<file path="src/rtl/rx_word_sequencer.sv">
// Assembles a UART byte stream into little-endian 64-bit words, tags frame boundaries,
// and hands words downstream over a valid/ready register with inter-byte timeout resync.
module rx_word_sequencer #(
    parameter int WORDS_PER_FRAME = 4,
    parameter int TIMEOUT_CYCLES  = 1024
) (
    input  logic        clk,
    input  logic        rst,
    input  logic [7:0]  dato,
    input  logic        rx_flat,
    input  logic        abort,
    input  logic        word_ready,
    output logic [63:0] word_data,
    output logic        word_valid,
    output logic        word_last,
    output logic        overflow,
    output logic        timeout,
    output logic        busy,
    output logic        state_dbg
);

    localparam int IDX_W = (WORDS_PER_FRAME > 1) ? $clog2(WORDS_PER_FRAME) : 1;
    localparam int TO_W  = $clog2(TIMEOUT_CYCLES);
    localparam logic [IDX_W-1:0] LAST_IDX = IDX_W'(WORDS_PER_FRAME - 1);
    localparam logic [TO_W-1:0]  TO_LAST  = TO_W'(TIMEOUT_CYCLES - 1);

    typedef enum logic {
        IDLE    = 1'b0,
        COLLECT = 1'b1
    } state_t;

    // Handshake: a word moves downstream on every rising edge where word_valid and
    // word_ready are both 1; word_data/word_last hold steady while valid waits on ready.
    state_t           state;
    logic [2:0]       byte_cnt;
    logic [IDX_W-1:0] word_idx;
    logic [TO_W-1:0]  to_cnt;
    logic [63:0]      asm_q;
    logic [63:0]      full_word;
    logic             out_free;

    // The 8th byte goes straight into the output register, bypassing the assembly slot.
    assign full_word = {dato, asm_q[55:0]};
    assign out_free  = !word_valid || word_ready;
    assign busy      = (state == COLLECT) || word_valid;
    assign state_dbg = state;

    always_ff @(posedge clk or posedge rst) begin
        if (rst) begin
            state      <= IDLE;
            byte_cnt   <= '0;
            word_idx   <= '0;
            to_cnt     <= '0;
            asm_q      <= '0;
            word_data  <= '0;
            word_valid <= 1'b0;
            word_last  <= 1'b0;
            overflow   <= 1'b0;
            timeout    <= 1'b0;
        end else if (abort) begin
            state      <= IDLE;
            byte_cnt   <= '0;
            word_idx   <= '0;
            to_cnt     <= '0;
            word_valid <= 1'b0;
            word_last  <= 1'b0;
            overflow   <= 1'b0;
            timeout    <= 1'b0;
        end else begin
            timeout <= 1'b0;
            if (word_valid && word_ready) begin
                word_valid <= 1'b0;
            end
            if (rx_flat) begin
                to_cnt <= '0;
                asm_q[{byte_cnt, 3'b000} +: 8] <= dato;
                if (byte_cnt == 3'd7) begin
                    state    <= IDLE;
                    byte_cnt <= '0;
                    word_idx <= (word_idx == LAST_IDX) ? '0 : word_idx + 1'b1;
                    if (out_free) begin
                        word_data  <= full_word;
                        word_last  <= (word_idx == LAST_IDX);
                        word_valid <= 1'b1;
                    end else begin
                        overflow <= 1'b1;
                    end
                end else begin
                    state    <= COLLECT;
                    byte_cnt <= byte_cnt + 3'd1;
                end
            end else if (state == COLLECT) begin
                // Stalled partial word: drop it and realign to the start of a frame.
                if (to_cnt == TO_LAST) begin
                    state    <= IDLE;
                    byte_cnt <= '0;
                    word_idx <= '0;
                    to_cnt   <= '0;
                    timeout  <= 1'b1;
                end else begin
                    to_cnt <= to_cnt + 1'b1;
                end
            end
        end
    end

endmodule

</file>
<file path="config.mk">
export PLATFORM = sky130hd
export DESIGN_NAME = rx_word_sequencer
export DESIGN_NICKNAME = d
export VERILOG_FILES = /design/src/rtl/rx_word_sequencer.sv
export SDC_FILE = /design/constraint.sdc
export NUM_CORES = 1
export LEC_CHECK = 0
export ABC_CLOCK_PERIOD_IN_PS = 13900
export BUFFER_PORTS_ARGS = -buffer_cell sky130_fd_sc_hd__buf_4
export CAP_MARGIN = 10
export CORE_ASPECT_RATIO = 1.2
export CORE_MARGIN = 4
export CORE_UTILIZATION = 50
export DETAILED_ROUTE_END_ITERATION = 10
export PLACE_DENSITY = 0.77
export REMOVE_ABC_BUFFERS = 1
export SLEW_MARGIN = 10
export SYNTH_ARGS = -nofsm -noshare
export SYNTH_HDL_FRONTEND = slang
export SYNTH_SLANG_ARGS = --single-unit
</file>
<file path="constraint.sdc">
create_clock -name clk -period 13.9 [get_ports clk]
set_input_delay 3.475 -clock clk [delete_from_list [all_inputs] [get_ports clk]]
set_output_delay 3.475 -clock clk [all_outputs]
set_load 0.1 [all_outputs]
</file>
==> impl_metrics.py <==
metrics = {
    "outcome": {
        "outcome": "finished clean",
    },
    "pwr": {
        "p_leak_nw": 3.684,
        "power.density_mw_per_mm2": 135.0,
        "total_power_mw": 0.9579,
        "ir_drop_v": 0.00008225,
    },
    "hold_path": {
        "hp-class": "register to register",
    },
    "critical_path": {
        "path_cells": "buf_4 > nor2b_1 > and3_2 > buf_4 > mux2_1",
        "startpoint_type": "input pin",
        "arrival_ns": 5.41,
        "endpoint_kind": "register",
        "cp_max_fo": 64,
        "critical_path_class": "input pin to register",
        "crit_slowest_cell": "buf_4",
        "cp.required_ns": 14.18,
        "slowest_delay_ns": 0.70,
        "crit_family": "buffers and inverters",
        "crit_buf_inv": 2,
        "crit_top_cell": "buf_4",
    },
    "yosys": {
        "avgSynthCellArea_um2": 13.82,
        "synth_cell_type_count": 37,
        "synth_top_family_by_area": "multiplexers",
        "synth_area_mm2": 0.005763,
        "synth-seq-cells": 140,
        "syn_inst": 417,
        "muxShareOfSynthArea_pct": 22.30,
        "synth_warnings": 0,
        "synth_xor_area_share_pct": 0.9119,
        "synth_fa_ha_area_share_pct": 1.954,
        "synth_compound_area_share_pct": 2.584,
        "synthSimpleGateAreaFrac_pct": 9.140,
        "yosysSeqAreaShare_pct": 60.79,
    },
    "finish": {
        "drive_gt1_share_pct": 34.17,
        "final_cell_mix": "140 x dfrtp_1, 84 x buf_4, 51 x mux2_1, 48 x mux2_2, 35 x nand2_1",
        "nets": 527,
        "area_growth_pct": 23.17,
        "fill_cells": 860,
        "n_antenna_cell": 0,
        "final_common_cell": "dfrtp_1",
        "multi_input_area_mm2": 0.002127,
        "seqCellArea_mm2": 0.003503,
        "utilization_pct": 63.71,
    },
    "floorplanning": {
        "ioPinCount": 83,
        "rows": 42,
        "dieArea_mm2": 0.01331,
        "start_util_pct": 51.73,
        "die_x_um": 106.0,
        "die-height_um": 125.6,
        "core_mm2": 0.01114,
    },
    "sta": {
        "timing.final.crit_share_pct": 36.91,
        "period_needed_ns": 5.131,
        "fmax_mhz": 194.9,
        "worstMarginPinSlew_ns": 0.9318,
        "setup_ws_ns": 8.770,
        "rsz0062_at_grt": "false",
        "hold_viol_final": 0,
        "maxSlewViolCount": 0,
        "setup_viol": 0,
        "finalClockSkew_ns": 0.007593,
        "setup_tns_ns": 0,
        "slew_headroom_pct": 37.88,
    },
    "grt": {
        "track_usage_pct": 18.31,
        "grt_pass1_wl_um": 19090,
        "first_global_vias": 3693,
        "antenna_found_initial": 0,
        "grt_max_degree": 91,
        "gr-total-overflow": 0,
    },
    "placement": {
        "gp_congestion": 0.7983,
        "dp_hpwl_um": 7541,
        "portBuffers": 82,
        "pre_cts_ws_ns": 8.405,
    },
    "cts": {
        "cts_setup_buffers": 0,
        "cts_sinks": 140,
        "cts_buffer_depth": 2,
        "numCtsBuffers": 17,
        "insertion_delay_ns": 0.41,
        "cts_tree": "yes",
        "post_cts_resize_count": 0,
        "cts_max_level": 4,
        "cts_hold_buf": 0,
        "path_clk_slew_ns": 0.05,
        "root_buffer": "clkbuf_16",
    },
    "job": {
        "cap_violations": 0,
    },
    "drt": {
        "drtIter0Drc": 158,
        "wl_per_cell_um": 16.75,
        "antenna_left": 0,
        "dr.pass1.iters": 4,
        "drc": 0,
        "wl_um": 11260,
        "vias_per_cell": 5.301,
        "vias": 3562,
    },
}
[kinds of logic after synthesis]
| kind of cell | Yosys count |
|---|---|
| AOI/OAI and AO/OA | 27 |
| buffers and inverters | 20 |
| muxes | 111 |
| adders and majority gates | 9 |
| DFF | 140 |
| and+or+nand+nor | 104 |
| xor gates and xnor gates | 6 |
[state kept, by name (all words and copies together) (netlist names)]
signal      cells
word_data      64
asm_q          56
to_cnt         10
byte_cnt        3
word_idx        2
overflow        1
state_dbg       1
timeout         1
word_last       1
word_valid      1
[per-layer routing]
metal  share of wire (%)  GRT usage (%)
met1                  43          23.57
met4                 1.8          5.793
met5                   0              0
met2                  50          29.58
met3                 4.9          5.979
[layout make-up]
cell class | instances | area share (%)
clock buffers | 25 | 6.839
clock inverters | 7 | 1.904
repair buffers | 84 | 8.884
well taps | 154 | 2.715
multi-input cells | 257 | 29.97
inverters | 5 | 0.3349
flip-flops and latches | 140 | 49.36
[worst reg2reg max path, stage by stage (launching register included)]
cell	delay [ns]
dfrtp_1	0.59
inv_1	0.15
ha_1	0.25
ha_1	0.35
nor2b_1	0.51
nand4_1	0.59
mux2_2	0.47
[path summary, 6_finish.rpt]
| path | startpoint | end | slack (ns) | cells after the start |
|---|---|---|---|---|
| min | asm_q[30]$_DFFE_PP0P_ | asm_q[30]$_DFFE_PP0P_ | 0.47 | 2 |
| max | rx_flat | word_data[31]$_DFFE_PP0P_ | 8.77 | 5 |
| max reg2reg | byte_cnt[0]$_DFFE_PP0P_ | asm_q[39]$_DFFE_PP0P_ | 10.87 | 6 |
| min reg2reg | asm_q[30]$_DFFE_PP0P_ | asm_q[30]$_DFFE_PP0P_ | 0.47 | 2 |
| max in group asynchronous | rst | asm_q[20]$_DFFE_PP0P_ | 9.53 | 3 |
| min in group asynchronous | rst | word_data[54]$_DFFE_PP0P_ | 3.22 | 2 |
[where the power goes]
| part | internal (mW) | switching, mW |
|---|---|---|
| Combinational | 0.0213 | 0.0316 |
| Sequential | 0.426 | 0.0103 |
| Clock | 0.314 | 0.155 |
| Total | 0.761 | 0.197 |
[metrics by stage]
step,hold WS (ns),area [um^2],cells
after floorplan,0.4444,5648,402
after global placement,0.4586,6477,640
after detailed placement,0.4675,6477,640
after CTS,0.4795,7098,672
after global routing,0.4983,7098,672
final,0.4722,7098,672
[Yosys cell counts]
cell,number,share of area [%]
nand2_2,2,0.22
nor3_1,3,0.26
clkbuf_2,1,0.087
nor4_1,3,0.33
nand3_1,9,0.78
or2_2,2,0.22
xnor2_1,2,0.30
ha_1,9,2.0
nand4_1,4,0.43
nor2_1,13,0.85
a22o_1,1,0.15
mux2i_1,2,0.35
and4_1,2,0.30
inv_1,5,0.33
nor4b_1,1,0.15
or3b_2,1,0.15
xor2_1,4,0.61
nand2b_1,3,0.33
nand2_1,35,2.3
dfrtp_1,140,61
mux2_4,10,2.6
buf_2,4,0.35
clkbuf_1,3,0.20
or3_1,2,0.22
a41o_1,1,0.17
nor3b_1,1,0.13
buf_6,7,1.4
o21ai_0,20,1.7
mux2_2,48,9.4
nor2_2,1,0.11
a41oi_1,1,0.15
a31oi_1,1,0.11
a21oi_1,3,0.26
and2_1,6,0.65
and3_1,13,1.4
mux2_1,51,10
nor2b_1,3,0.33
Note: power is estimated with default switching activity, not from simulation.
